## config.mk

```make
export PLATFORM = sky130hd
export DESIGN_NAME = sdram_test_gen
export DESIGN_NICKNAME = d
export VERILOG_FILES = /design/src/rtl/sdram_test_gen.sv
export SDC_FILE = /design/constraint.sdc
export NUM_CORES = 1
export LEC_CHECK = 0
export CAP_MARGIN = 30
export CORE_MARGIN = 5
export CORE_UTILIZATION = 41
export DETAILED_ROUTE_END_ITERATION = 8
export GPL_ROUTABILITY_DRIVEN = 0
export SYNTH_ARGS = -nofsm -noshare
export SYNTH_HDL_FRONTEND = slang
export SYNTH_SLANG_ARGS = --single-unit
export TNS_END_PERCENT = 5
```

## constraint.sdc

```tcl
create_clock -name clk -period 4.5 [get_ports clk]
set_clock_uncertainty 0.2 [all_clocks]
set_input_delay 0.9 -clock clk [delete_from_list [all_inputs] [get_ports clk]]
set_output_delay 0.9 -clock clk [all_outputs]
set_load 0.02 [all_outputs]
```

## src/rtl/sdram_test_gen.sv

```systemverilog
// sdram_test_gen: self-checking traffic generator for the SDRAM read/write test.
//
// Once the SDRAM controller reports init_done, writes the incrementing pattern
// 1..TEST_LEN into the controller's write FIFO, reads the same number of words
// back from the read FIFO and compares each one. Status on the board LED:
// solid on = pass, blinking with half-period BLINK_HALF cycles = error.
//
// Optional build macro: SDRAM_TEST_ERRCNT_EN adds a saturating 16-bit
// mismatch counter on output err_cnt.
//
// Ports:
//   clk, rst           test clock, synchronous active-high reset
//   init_done          controller initialisation complete
//   wr_full            write FIFO full
//   wr_en, wr_data     write strobe / data to the write FIFO
//   rd_empty           read FIFO empty
//   rd_en, rd_data     read strobe / data (data valid the cycle after rd_en)
//   test_done          all TEST_LEN words compared
//   error_flag         sticky mismatch flag
//   err_cnt            mismatch count (SDRAM_TEST_ERRCNT_EN builds only)
//   led                status LED
module sdram_test_gen #(
    parameter int DATA_W     = 16,
    parameter int TEST_LEN   = 1024,
    parameter int BLINK_HALF = 25_000_000
) (
    input  logic              clk,
    input  logic              rst,
    input  logic              init_done,
    input  logic              wr_full,
    output logic              wr_en,
    output logic [DATA_W-1:0] wr_data,
    input  logic              rd_empty,
    output logic              rd_en,
    input  logic [DATA_W-1:0] rd_data,
    output logic              test_done,
    output logic              error_flag,
`ifdef SDRAM_TEST_ERRCNT_EN
    output logic [15:0]       err_cnt,
`endif
    output logic              led
);

    localparam logic [15:0]   LEN       = 16'(TEST_LEN);
    localparam int            BW        = (BLINK_HALF > 1) ? $clog2(BLINK_HALF) : 1;
    localparam logic [BW-1:0] BLINK_MAX = BW'(BLINK_HALF - 1);

    typedef enum logic [1:0] {IDLE, WRITE, READ, DONE} state_t;

    state_t            state, state_nxt;
    logic [15:0]       wr_cnt;
    logic [15:0]       rd_issued;
    logic [15:0]       chk_cnt;
    logic              rd_valid;
    logic [BW-1:0]     blink_cnt;
    logic [DATA_W-1:0] exp_data;
    logic              mismatch;

    assign exp_data  = DATA_W'(chk_cnt + 16'd1);
    assign mismatch  = (rd_data != exp_data);
    assign test_done = (state == DONE);

    always_ff @(posedge clk) begin
        if (rst) state <= IDLE;
        else     state <= state_nxt;
    end

    // rd_en is combinational on rd_empty so a read can never be issued in a
    // cycle where the FIFO reports empty.
    always_comb begin
        state_nxt = state;
        rd_en     = 1'b0;
        case (state)
            IDLE:  if (init_done) state_nxt = WRITE;
            WRITE: if (wr_cnt == LEN) state_nxt = READ;
            READ: begin
                rd_en = !rd_empty && (rd_issued < LEN);
                if (chk_cnt == LEN) state_nxt = DONE;
            end
            DONE:    state_nxt = DONE;
            default: state_nxt = IDLE;
        endcase
    end

    always_ff @(posedge clk) begin
        if (rst) begin
            wr_en      <= 1'b0;
            wr_data    <= '0;
            wr_cnt     <= '0;
            rd_issued  <= '0;
            chk_cnt    <= '0;
            rd_valid   <= 1'b0;
            error_flag <= 1'b0;
            led        <= 1'b0;
            blink_cnt  <= '0;
        end else begin
            // wr_en follows the wr_full sampled at this edge; the word is only
            // advanced when a write is actually issued.
            wr_en <= 1'b0;
            if (state == WRITE && !wr_full && wr_cnt < LEN) begin
                wr_en   <= 1'b1;
                wr_data <= DATA_W'(wr_cnt + 16'd1);
                wr_cnt  <= wr_cnt + 16'd1;
            end

            rd_valid <= rd_en;
            if (rd_en) rd_issued <= rd_issued + 16'd1;
            if (rd_valid) begin
                chk_cnt <= chk_cnt + 16'd1;
                if (mismatch) error_flag <= 1'b1;
            end

            if (state == DONE) begin
                if (!error_flag) begin
                    led <= 1'b1;
                end else if (blink_cnt == BLINK_MAX) begin
                    blink_cnt <= '0;
                    led       <= ~led;
                end else begin
                    blink_cnt <= blink_cnt + BW'(1);
                end
            end else begin
                led       <= 1'b0;
                blink_cnt <= '0;
            end
        end
    end

`ifdef SDRAM_TEST_ERRCNT_EN
    always_ff @(posedge clk) begin
        if (rst)                                          err_cnt <= '0;
        else if (rd_valid && mismatch && err_cnt != 16'hFFFF) err_cnt <= err_cnt + 16'd1;
    end
`endif

endmodule

```

==> flow_metrics.py, run 1 <==
metrics = {
    "clock_tree": {
        "hold_buffers": 0,
        "cts_resized": 0,
        "cts_buffer_depth": 2,
        "insertion_delay_ns": 0.34,
        "h-tree-depth": 3,
        "cts_root_buf": "clkbuf_8",
        "cts_sinks": 79,
        "numCtsBuffers": 9,
        "clk_pin_slew_ns": 0.08,
        "postCtsSetupBuffers": 0,
        "cts_tree": "yes",
    },
    "synth": {
        "syn_nets": 474,
        "synth_edf_count": 0,
        "yosys_warnings": 0,
        "synth-main-ff-cell": "dfxtp_1",
        "syn_area_um2": 3820,
        "synth_top_area_share_pct": 41.3,
        "postSynthCellCount": 447,
        "ys_types": 43,
        "avgSynthCellArea_um2": 8.56,
        "seq_area_frac_synth_pct": 41.3,
        "synth_common_cells": "dfxtp_1 (79), nor2_1 (70), xor2_1 (46), nand2_1 (29), xnor2_1 (28)",
        "yosysMostFrequentCell": "dfxtp_1",
        "ys_ff_latch": 79,
        "yosys.area.top_type": "dfxtp_1",
        "synth.top_cells.by_area": "dfxtp_1 (41%), xor2_1 (11%), nor2_1 (6.9%)",
        "synthArstFlopShare_pct": 0,
    },
    "sta": {
        "period_share_pct": 78.9,
        "relSlewSlack_pct": 48.4,
        "finalSetupTns_ns": 0,
        "finalHoldViolations": 0,
        "rsz0062_at_grt": "false",
        "drv_slew": 0,
        "period_minus_slack_ns": 3.55,
        "setup_viol": 0,
        "setup_ws_ns": 0.949,
        "tightest_slew_ns": 0.774,
        "fmax_mhz": 282,
    },
    "global_route": {
        "grt_pass1_wl_um": 13500,
        "grt_pass1_vias": 2924,
        "overflow": 0,
        "grt_max_degree": 54,
        "grtUsageTotal_pct": 14.3,
        "antenna_found_initial": 0,
    },
    "critical_path": {
        "crit_type": "input pin to primary output",
        "cp_top_family": "buffers and inverters",
        "endpoint": "rd_en",
        "path_cells": "clkdlybuf4s50_1 -> nor4_4 -> buf_4 -> clkdlybuf4s50_1",
        "crit_path_frequent_cell": "clkdlybuf4s50_1",
        "cp-startpoint": "rd_empty",
        "cpPeakStageDelay_ns": 0.62,
        "end_kind": "primary output",
        "crit_cells": 4,
        "critPathSlowestCell": "clkdlybuf4s50_1",
        "crit_fanout": 9,
        "worstPathArrival_ns": 2.45,
        "worstPathRequired_ns": 3.40,
        "critPathLaunchType": "input pin",
        "worstReg2RegStart": "chk_cnt[0]",
        "rrSetupSlack_ns": 1.90,
        "worstRegToRegCells": 8,
        "crit_buf_inv": 3,
        "r2r_end": "error_flag",
    },
    "power_and_ir_drop": {
        "leakagePower_nw": 1.53,
        "power_density_nw_per_um2": 297,
        "ir_worst_vdd_mv": 0.142,
    },
    "cells_and_area": {
        "drive_above_1_share_pct": 4.35,
        "syn_to_final_growth_pct": 18.2,
        "fin_cells": 594,
        "final_nets": 505,
        "diodes": 0,
    },
    "routing": {
        "vias": 3105,
        "drtAntennaViolNets": 0,
        "wl_per_cell_um": 13.2,
        "vias_per_cell": 5.23,
        "firstDrtPassIters": 4,
        "wl_um": 7840,
        "post-route-drc-count": 0,
        "drtIter0Drc": 94,
    },
    "placed_design": {
        "pre_cts_slack_ns": 0.948,
        "dpl.hpwl_um": 5590,
        "dp_cells": 578,
        "portBuffers": 41,
    },
    "die": {
        "fp.dieH_um": 107,
        "die_w_um": 107,
        "die_area_um2": 11400,
        "core_area_um2": 9150,
        "initial_core_util_pct": 41.8,
        "ioPinCount": 42,
        "core.rowCount": 35,
    },
    "run": {
        "maxCapViolations": 0,
    },
    "run_status": {
        "outcome": "complete, no violations",
    },
    "min_path": {
        "hold_class": "flop to flop",
    },
}
## registers in the layout, summed over array words and instances (netlist names)
name,cells
blink_cnt,25
rd_issued,16
wr_en,1
led,1
state,2
chk_cnt,16
rd_valid,1
error_flag,1
wr_cnt,16
## cells in the final DEF, fill, tap and decap left out, types with 2 or more instances in the layout
cell,instances
a211oi_1,2
a21oi_1,14
a31oi_1,3
a32oi_1,2
and2_1,2
and3_1,8
and4_1,8
buf_4,2
bufinv_16,2
clkbuf_8,9
clkdlybuf4s50_1,40
clkinv_4,2
dfxtp_1,79
ha_1,6
inv_1,12
mux2i_1,3
nand2_1,29
nand2b_1,3
nand3_1,18
nand4_1,21
nor2_1,70
nor2b_1,13
nor3_1,8
nor4_1,8
nor4b_1,3
o211ai_1,2
o21ai_0,10
o221ai_1,2
or3_1,9
xnor2_1,28
xor2_1,46
## through the flow
step	hold slack, ns	util (%)	total power, mW	instance area [um^2]
2_1_floorplan	0.229	-	0.745	3820
3_3_place_gp	0.253	47.0	0.773	4300
3_5_place_dp	0.255	47.0	0.773	4300
4_1_cts	0.270	49.4	1.36	4520
5_1_grt	0.294	49.4	1.39	4520
6_report	0.268	49.4	1.34	4520
## logic make-up (layout without fill, tap and decap cells)
group / count (synthesis) / count (layout) / share of synthesized area [%]
AOI/OAI and AO/OA: 42 / 42 / 6.87
xor gates and xnor gates: 74 / 74 / 16.9
adders and majority gates: 6 / 6 / 1.96
buffers and inverters: 35 / 71 / 3.43
DFF: 79 / 79 / 41.3
muxes: 3 / 3 / 0.785
and+or+nand+nor: 208 / 208 / 28.7
## report_power, final
group          switching [mW]  leakage, nW  internal (mW)  total, mW
combinational          0.0247        0.781         0.0289     0.0536
sequential            0.00265        0.637          0.700      0.703
clock                   0.267        0.112          0.318      0.585
total                   0.294         1.53           1.05       1.34
## per-layer routing
metal  vias up  part of all wire [%]  track usage [%]
li1       1603                     -                -
met1      1447                    50             19.3
met2        48                    46             22.7
met3         7                   3.0             3.61
met4         0                  0.91             3.84
met5         -                     0                0
## area by class of cell
type / instances / area [um^2]
Fill cell: 882 / 4630
Multi-Input combinational cell: 333 / 2110
Sequential cell: 79 / 1580
Timing Repair Buffer: 43 / 420
Tap cell: 111 / 139
Clock buffer: 10 / 128
Clock inverter: 6 / 93.8
Inverter: 12 / 45.0
## worst min path at each step
stage,from,end,depth (start not counted)
after floorplan,rd_issued[12],rd_issued[12],1
after global placement,rd_issued[12],rd_issued[12],1
after detailed placement,rd_issued[12],rd_issued[12],1
after CTS,rd_issued[12],rd_issued[12],1
after global routing,rd_issued[11],rd_issued[11],1
final,rd_issued[11],rd_issued[11],1
Power figures use the tool's default switching activity.
==> inputs of run 2 (changes only) <==
Clock period 4.5 ns to 3.5 ns, I/O delays scaled along.
==> run 2 against run 1 <==
Net effect: non-clock buffer count unchanged; first-iteration DRC count increased by 40%; via count is 0.32% higher; hold slack worse by 0.0026 ns; sequential share of layout area barely moved; global-route usage up 0.40 points; critical path type is now flop to primary output.
==> flow_metrics.py, run 2 (synthesis gave the netlist of run 1 again) <==
metrics = {
    "global_route": {
        "antenna_found_initial": 0,
        "grt_pass1_vias": 2981,
        "grt_max_degree": 54,
        "grtUsageTotal_pct": 14.7,
        "grt_pass1_wl_um": 13700,
        "overflow": 0,
    },
    "cells_and_area": {
        "final_cell_mix": "dfxtp_1 (79), nor2_1 (70), xor2_1 (46)",
        "diodes": 0,
        "syn_to_final_growth_pct": 18.1,
        "fin_cells": 593,
        "largest_reg_flops": 25,
        "final_nets": 505,
        "final_common_cell": "dfxtp_1",
        "drive_above_1_share_pct": 4.36,
        "top_register": "blink_cnt",
    },
    "critical_path": {
        "crit_buf_inv": 1,
        "worstRegToRegCells": 8,
        "crit_fanout": 5,
        "cp_top_family": "simple AND/OR/NAND/NOR gates",
        "critPathLaunchType": "flop",
        "cpPeakStageDelay_ns": 0.67,
        "rrSetupSlack_ns": 0.97,
        "worstPathRequired_ns": 2.60,
        "r2r_end": "error_flag",
        "crit_cells": 3,
        "worstPathArrival_ns": 2.23,
        "path_cells": "or4b_4 -> nor4_4 -> clkdlybuf4s50_1",
        "end_kind": "primary output",
        "worstReg2RegStart": "chk_cnt[0]",
        "crit_type": "flop to primary output",
        "endpoint": "rd_en",
        "critPathSlowestCell": "clkdlybuf4s50_1",
        "cp-startpoint": "state[1]",
    },
    "die": {
        "die_area_um2": 11400,
        "initial_core_util_pct": 41.8,
        "fp.dieH_um": 107,
        "core.rowCount": 35,
        "ioPinCount": 42,
        "die_w_um": 107,
        "core_area_um2": 9150,
    },
    "power_and_ir_drop": {
        "power_density_nw_per_um2": 382,
        "clock_power_share_pct": 43.7,
        "leakagePower_nw": 1.52,
        "p_int_mw": 1.35,
        "p_sw_share_pct": 21.5,
        "power_frac_comb_pct": 4.0,
        "ir_worst_vdd_mv": 0.199,
        "p_sw_uw": 371,
        "seq_power_share_pct": 52.4,
    },
    "placed_design": {
        "dpl.hpwl_um": 5630,
        "portBuffers": 41,
        "pre_cts_slack_ns": 0.448,
        "dp_cells": 578,
    },
    "min_path": {
        "hold_class": "flop to flop",
    },
    "routing": {
        "post-route-drc-count": 0,
        "drtAntennaViolNets": 0,
        "drtIter0Drc": 132,
        "vias": 3115,
        "wl_um": 7910,
        "drt-met1-wl_um": 3760,
        "top_layer": "met4",
        "firstDrtPassIters": 4,
        "met2_wirelength_um": 3690,
        "vias_per_cell": 5.25,
        "met3_length_um": 352,
        "wl_per_cell_um": 13.3,
    },
    "sta": {
        "fmax_mhz": 319,
        "setup_viol": 0,
        "rsz0062_at_grt": "false",
        "relSlewSlack_pct": 48.0,
        "finalHoldViolations": 0,
        "tightest_slew_ns": 0.780,
        "drv_slew": 0,
        "finalSetupTns_ns": 0,
        "setup_ws_ns": 0.368,
        "period_share_pct": 89.5,
        "period_minus_slack_ns": 3.13,
    },
    "clock_tree": {
        "hold_buffers": 0,
        "insertion_delay_ns": 0.35,
        "cts_buffer_depth": 2,
        "cts_sinks": 79,
        "numCtsBuffers": 9,
        "cts_root_buf": "clkbuf_8",
        "cts_resized": 0,
        "cts_tree": "yes",
        "clk_pin_slew_ns": 0.08,
        "h-tree-depth": 3,
        "postCtsSetupBuffers": 0,
    },
    "run": {
        "maxCapViolations": 0,
    },
    "run_status": {
        "outcome": "complete, no violations",
    },
}
## run 2: changes by cell type in the layout (fill, tap and decap cells not counted)
| cell | change |
|---|---|
| clkbuf_1 | -1 |
| clkinvlp_4 | +3 |
| clkinv_4 | -2 |
| inv_8 | -1 |
| clkinv_2 | -1 |
| clkbuf_8 | +1 |
## run 2: how the worst min path moves through the flow
| stage | endpoint | cells after the start | slack [ns] | start |
|---|---|---|---|---|
| 2_1_floorplan | rd_issued[12] | 1 | 0.23 | rd_issued[12] |
| 3_3_place_gp | rd_issued[12] | 1 | 0.24 | rd_issued[12] |
| 3_5_place_dp | rd_issued[12] | 1 | 0.25 | rd_issued[12] |
| 4_1_cts | rd_issued[12] | 1 | 0.27 | rd_issued[12] |
| 5_1_grt | rd_issued[11] | 1 | 0.29 | rd_issued[11] |
| 6_report | rd_issued[12] | 1 | 0.27 | rd_issued[12] |
## run 2: layout make-up
type / count / area (um^2)
Fill cell: 865 / 4630
Multi-Input combinational cell: 333 / 2110
Timing Repair Buffer: 43 / 420
Sequential cell: 79 / 1580
Inverter: 12 / 45.0
Clock buffer: 10 / 138
Tap cell: 111 / 139
Clock inverter: 5 / 82.6
## run 2: per-layer routing
metal  global-route usage (%)  vias to the layer above
met3                     4.03                       13
met1                     18.8                     1439
met5                        0                        -
met2                     24.3                       65
met4                     3.93                        0
li1                         -                     1598
## run 2: stage by stage
stage | hold slack, ns | cell area [um^2] | util [%] | total power, mW
floorplan | 0.229 | 3820 | - | 0.958
global placement | 0.245 | 4300 | 47.0 | 0.993
detailed placement | 0.250 | 4300 | 47.0 | 0.994
CTS | 0.268 | 4520 | 49.4 | 1.75
global route | 0.289 | 4520 | 49.4 | 1.80
finish | 0.265 | 4520 | 49.4 | 1.73
## run 2: power by group through the flow
stage	sequential (mW)	clock [mW]	combinational (mW)
floorplan	0.926	0	0.0319
global placement	0.925	0	0.0685
detailed placement	0.925	0	0.0690
CTS	0.904	0.777	0.0693
global route	0.904	0.817	0.0752
finish	0.903	0.753	0.0685
